### config.mk
export PLATFORM = sky130hd
export DESIGN_NAME = dmem_arbiter
export DESIGN_NICKNAME = d
export VERILOG_FILES = /design/src/rtl/dmem_arbiter.sv
export SDC_FILE = /design/constraint.sdc
export NUM_CORES = 1
export LEC_CHECK = 0
export ABC_AREA = 1
export ABC_CLOCK_PERIOD_IN_PS = 13060
export BUFFER_PORTS_ARGS = -buffer_cell sky130_fd_sc_hd__buf_2
export CAP_MARGIN = 30
export CORE_AREA = 2 2 116 118
export DETAILED_ROUTE_END_ITERATION = 10
export DIE_AREA = 0 0 118 120
export PLACE_DENSITY = 0.76
export SETUP_SLACK_MARGIN = 0.4
export SLEW_MARGIN = 20
export SYNTH_ARGS = -nofsm -noshare
export SYNTH_HDL_FRONTEND = slang
export SYNTH_SLANG_ARGS = --single-unit
### constraint.sdc
create_clock -name clk -period 13.06 [get_ports clk]
set_clock_uncertainty 0.15 [all_clocks]
set_input_delay 0.653 -clock clk [delete_from_list [all_inputs] [get_ports clk]]
set_output_delay 0.653 -clock clk [all_outputs]
set_load 0.005 [all_outputs]
### src/rtl/dmem_arbiter.sv
// dmem_arbiter: two-port round-robin arbiter and sequencer for a single-ported data memory.
// Each transaction takes IDLE -> ACCESS -> DONE, with a one-cycle ack in DONE.
module dmem_arbiter #(
    parameter int unsigned ADDR_W = 32,
    parameter int unsigned DATA_W = 32,
    parameter int unsigned DEPTH  = 16
) (
    input  logic              clk,
    input  logic              rst,
    input  logic              p0_req,
    input  logic              p0_we,
    input  logic [ADDR_W-1:0] p0_addr,
    input  logic [DATA_W-1:0] p0_wdata,
    output logic              p0_ack,
    output logic [DATA_W-1:0] p0_rdata,
    output logic              p0_err,
    input  logic              p1_req,
    input  logic              p1_we,
    input  logic [ADDR_W-1:0] p1_addr,
    input  logic [DATA_W-1:0] p1_wdata,
    output logic              p1_ack,
    output logic [DATA_W-1:0] p1_rdata,
    output logic              p1_err,
    output logic              mem_we,
    output logic              mem_re,
    output logic [ADDR_W-1:0] mem_addr,
    output logic [DATA_W-1:0] mem_wdata,
    input  logic [DATA_W-1:0] mem_rdata
);

    localparam logic [1:0] ST_IDLE   = 2'd0;
    localparam logic [1:0] ST_ACCESS = 2'd1;
    localparam logic [1:0] ST_DONE   = 2'd2;

    logic [1:0]        state_q, state_d;
    logic              last_grant_q, last_grant_d;
    logic              lat_we_q, lat_we_d;
    logic              lat_err_q, lat_err_d;
    logic              lat_id_q, lat_id_d;
    logic              mem_we_q, mem_we_d;
    logic              mem_re_q, mem_re_d;
    logic [ADDR_W-1:0] mem_addr_q, mem_addr_d;
    logic [DATA_W-1:0] mem_wdata_q, mem_wdata_d;
    logic              p0_ack_q, p0_ack_d;
    logic [DATA_W-1:0] p0_rdata_q, p0_rdata_d;
    logic              p0_err_q, p0_err_d;
    logic              p1_ack_q, p1_ack_d;
    logic [DATA_W-1:0] p1_rdata_q, p1_rdata_d;
    logic              p1_err_q, p1_err_d;

    logic              win_id;
    logic              sel_we;
    logic [ADDR_W-1:0] sel_addr;
    logic [DATA_W-1:0] sel_wdata;
    logic              sel_in_range;
    logic [DATA_W-1:0] rd_value;

    // Winner selection: lone requester wins, contention alternates away from last grant.
    assign win_id       = (p0_req && p1_req) ? ~last_grant_q : ~p0_req;
    assign sel_we       = win_id ? p1_we    : p0_we;
    assign sel_addr     = win_id ? p1_addr  : p0_addr;
    assign sel_wdata    = win_id ? p1_wdata : p0_wdata;
    assign sel_in_range = (sel_addr < ADDR_W'(DEPTH));
    assign rd_value     = (!lat_we_q && !lat_err_q) ? mem_rdata : '0;

    // Next-state and registered-output logic; strobes/acks default low every cycle.
    always_comb begin
        state_d      = state_q;
        last_grant_d = last_grant_q;
        lat_we_d     = lat_we_q;
        lat_err_d    = lat_err_q;
        lat_id_d     = lat_id_q;
        mem_we_d     = 1'b0;
        mem_re_d     = 1'b0;
        mem_addr_d   = '0;
        mem_wdata_d  = '0;
        p0_ack_d     = 1'b0;
        p0_rdata_d   = '0;
        p0_err_d     = 1'b0;
        p1_ack_d     = 1'b0;
        p1_rdata_d   = '0;
        p1_err_d     = 1'b0;
        case (state_q)
            ST_IDLE: begin
                if (p0_req || p1_req) begin
                    lat_we_d    = sel_we;
                    lat_err_d   = ~sel_in_range;
                    lat_id_d    = win_id;
                    mem_we_d    = sel_we & sel_in_range;
                    mem_re_d    = ~sel_we & sel_in_range;
                    mem_addr_d  = sel_addr;
                    mem_wdata_d = sel_wdata;
                    state_d     = ST_ACCESS;
                end
            end
            ST_ACCESS: begin
                if (lat_id_q) begin
                    p1_ack_d   = 1'b1;
                    p1_rdata_d = rd_value;
                    p1_err_d   = lat_err_q;
                end else begin
                    p0_ack_d   = 1'b1;
                    p0_rdata_d = rd_value;
                    p0_err_d   = lat_err_q;
                end
                last_grant_d = lat_id_q;
                state_d      = ST_DONE;
            end
            ST_DONE: begin
                state_d = ST_IDLE;
            end
            default: begin
                state_d = ST_IDLE;
            end
        endcase
    end

    // State and output registers; reset drops strobes and any pending transaction at once.
    always_ff @(posedge clk or posedge rst) begin
        if (rst) begin
            state_q      <= ST_IDLE;
            last_grant_q <= 1'b1;
            lat_we_q     <= 1'b0;
            lat_err_q    <= 1'b0;
            lat_id_q     <= 1'b0;
            mem_we_q     <= 1'b0;
            mem_re_q     <= 1'b0;
            mem_addr_q   <= '0;
            mem_wdata_q  <= '0;
            p0_ack_q     <= 1'b0;
            p0_rdata_q   <= '0;
            p0_err_q     <= 1'b0;
            p1_ack_q     <= 1'b0;
            p1_rdata_q   <= '0;
            p1_err_q     <= 1'b0;
        end else begin
            state_q      <= state_d;
            last_grant_q <= last_grant_d;
            lat_we_q     <= lat_we_d;
            lat_err_q    <= lat_err_d;
            lat_id_q     <= lat_id_d;
            mem_we_q     <= mem_we_d;
            mem_re_q     <= mem_re_d;
            mem_addr_q   <= mem_addr_d;
            mem_wdata_q  <= mem_wdata_d;
            p0_ack_q     <= p0_ack_d;
            p0_rdata_q   <= p0_rdata_d;
            p0_err_q     <= p0_err_d;
            p1_ack_q     <= p1_ack_d;
            p1_rdata_q   <= p1_rdata_d;
            p1_err_q     <= p1_err_d;
        end
    end

    assign mem_we    = mem_we_q;
    assign mem_re    = mem_re_q;
    assign mem_addr  = mem_addr_q;
    assign mem_wdata = mem_wdata_q;
    assign p0_ack    = p0_ack_q;
    assign p0_rdata  = p0_rdata_q;
    assign p0_err    = p0_err_q;
    assign p1_ack    = p1_ack_q;
    assign p1_rdata  = p1_rdata_q;
    assign p1_err    = p1_err_q;

endmodule

==> impl_metrics.ini <==
[sta]
whs_ns = 0.143
tns_ns = 0
post-route-min-period_ns = 2.37
setup_slack_ns = 10.69
worst_slew_pin_slew_ns = 0.707
setup_viol = 0
rsz0062_at_grt = no
fin_crit_sh_pct = 18.2
maxSlewHeadroom_pct = 52.9
clock.fmax_mhz = 421
hold_violations = 0
drv_slew = 0

[synthesis]
ys_async_sr_fraction_pct = 100
yosys.area.top_type = dfrtp_1
yosysMostFrequentCell = nor2_1
synth_cell_types = 19
synth_top_family_by_area = simple AND/OR/NAND/NOR gates
ys_top_cells_by_count = 179 x nor2_1, 139 x dfrtp_1, 107 x nand2_1
synth-adder-area-share_pct = 0
yosysSeqAreaShare_pct = 65.8
synth_xor_area_share_pct = 0
muxShareOfSynthArea_pct = 0
yosys_warnings = 0
synth.cell_area_mm2 = 0.00532
synth_edf_count = 0
synth-simple-area-share_pct = 24.0
netlist_top_cells_area = dfrtp_1 65%, nor2_1 13%, nand2_1 7.5%, o21ai_0 2.7%, nand3b_1 2.5%
synth_nets = 738
synth-main-ff-cell = dfrtp_1
synth_top_cell_area_share_pct = 65.4
synth_compound_area_share_pct = 4.65
avgSynthCellArea_um2 = 9.31
ys_ff_latch = 140
netlist_instances = 572

[critical_path]
reg2reg_depth = 10
arrival_ns = 2.56
r2r_start = last_grant_q
crit_chain = inv_2 > nand2_4 > nand2_4 > o21ai_1 > nand2_1 > nor2_1 > nand2_1 > nor2_1 > nand2_1 > nor2_1
criticalPathCategory = flip-flop to flip-flop
cp_max_fo = 67
r2r_slack_ns = 10.69
required_ns = 13.24
crit_path_max_incr_delay_ns = 0.53
critPathLaunchType = flip-flop
critPathSlowestCell = dfstp_2
rr_endpoint = mem_re
endpoint_kind = flip-flop
path_buf_inv = 1
cp_top_family = simple AND/OR/NAND/NOR gates

[cells_and_area]
finalNonFillerCells = 1054
drive_above_1_share_pct = 39.4
fill_cells = 1173
fin_util_pct = 58.6
nNetsFinal = 1031
areaGrowthSynthToFinish_pct = 42.9
diodes = 0

[job]
cap_violations = 0

[placement]
dp_hpwl_mm = 10.4
port_buffers = 299
routabilityCongestion = 0.832
place_inst = 1022
place_ws_ns = 10.30

[detailed_routing]
vias = 4733
dr.pass1.iters = 4
drc = 0
wl_per_cell_um = 13.9
drtAntennaViolNets = 0
drtIter0Drc = 317
drt-total-wl_mm = 14.6
vias_per_cell = 4.49

[clock_network]
cts_resized = 0
h-tree-depth = 4
postCtsSetupBuffers = 0
clockBufferDepth = 2
clk-insertion-delay-late_ns = 0.40
cts_root_buffer = clkbuf_16
clock_sinks = 140
ctsHoldBuffers = 0
tritoncts = done
clk_pin_slew_ns = 0.06
cts_made_buffers = 17

[global_route]
antenna_found_initial = 0
grt_use_total_pct = 21.2
grt_max_degree = 68
grt_pass1_vias = 4638
grt_pass1_wl_mm = 23.3
grt-ovfl-total = 0

[power]
p_sw_uw = 397
peakVddDrop_mv = 0.0858
p_int_uw = 952
p_comb_share_pct = 23.0
clkPwrFrac_pct = 37.5
powerDensity_mw_per_mm2 = 177
leakage_nw = 4.41
seq_power_share_pct = 39.5
swShare_pct = 29.4

[floorplanning]
die_area_mm2 = 0.0142
die_w_um = 118
die_h_um = 120
io_pins = 300
start_util_pct = 41.0
num_rows = 42
coreArea_mm2 = 0.0130

[worst_hold_path]
hold_path_class = input pin to async pin

[outcome]
status = complete, no violations
registers in the layout (all words and copies together) (netlist names):
register / count
p1_err: 1
mem_wdata: 32
mem_we: 1
state_q: 2
mem_re: 1
lat_err_q: 1
last_grant_q: 1
p0_err: 1
lat_id_q: 1
p1_rdata: 32
mem_addr: 32
p0_ack: 1
p0_rdata: 32
p1_ack: 1
lat_we_q: 1
cells in the final DEF, fill, tap and decap left out:
master / count
inv_6: 3
nand3b_1: 18
inv_1: 33
nor2_2: 1
buf_2: 299
dfstp_2: 1
clkinv_4: 3
nor2_1: 178
clkinvlp_4: 2
nand3_1: 7
a21oi_1: 6
nand2_1: 107
dfrtp_1: 139
a21boi_2: 1
clkbuf_1: 1
or2_1: 1
buf_12: 1
buf_4: 4
inv_2: 2
buf_8: 2
o21ai_1: 13
clkbuf_8: 1
clkbuf_16: 17
bufinv_16: 4
or2_2: 1
nand2_4: 2
clkinv_2: 2
o21ai_0: 29
metal layers:
layer | vias up | global-route usage, % | wire [um]
met2 | 211 | 36.5 | 7380
li1 | 2334 | - | -
met4 | 0 | 8.89 | 356
met1 | 2160 | 24.9 | 5840
met3 | 28 | 6.27 | 1040
met5 | - | 0 | 0
worst max-delay path by stage:
stage	slack, ns	cells after the start	from	to
after floorplan	8.51	1	rst	lat_err_q
after global placement	9.98	6	p0_req	mem_wdata[28]
after detailed placement	10.30	7	p0_req	mem_wdata[18]
after CTS	10.67	10	last_grant_q	mem_re
after global routing	10.45	10	last_grant_q	mem_re
final	10.69	10	last_grant_q	mem_re
area by class of cell:
class                      instances  area, um2  area share, %
inverter                          36        140           1.84
clock inverter                    13        189           2.48
multi-input combinational        364       1530           20.2
sequential                       140       3500           46.1
timing repair buffer             306       1580           20.7
tap                              176        220           2.90
clock buffer                      19        443           5.82
power groups by stage:
stage	sequential [mW]	combinational (mW)	clock, mW
after global routing	0.541	0.353	0.541
final	0.533	0.310	0.506
after floorplan	0.549	0.161	0
after CTS	0.534	0.317	0.517
after detailed placement	0.540	0.316	0
after global placement	0.538	0.301	0
kinds of logic after synthesis:
logic type / after synthesis
flip-flops: 140
buffers and inverters: 68
AND/OR/NAND/NOR: 315
AO/OA/AOI/OAI: 49
through the flow:
step,cell area [um2],power (mW)
after floorplan,5320,0.709
after global placement,6920,0.839
after detailed placement,6970,0.856
after CTS,7610,1.37
after global routing,7610,1.43
final,7610,1.35
worst register-to-register path, stage by stage (launching register included):
cell     delay (ns)
dfstp_2        0.53
inv_2          0.06
nand2_4        0.22
nand2_4        0.44
o21ai_1        0.36
nand2_1        0.08
nor2_1         0.09
nand2_1        0.06
nor2_1         0.13
nand2_1        0.08
nor2_1         0.09
Power figures use the tool's default switching activity.
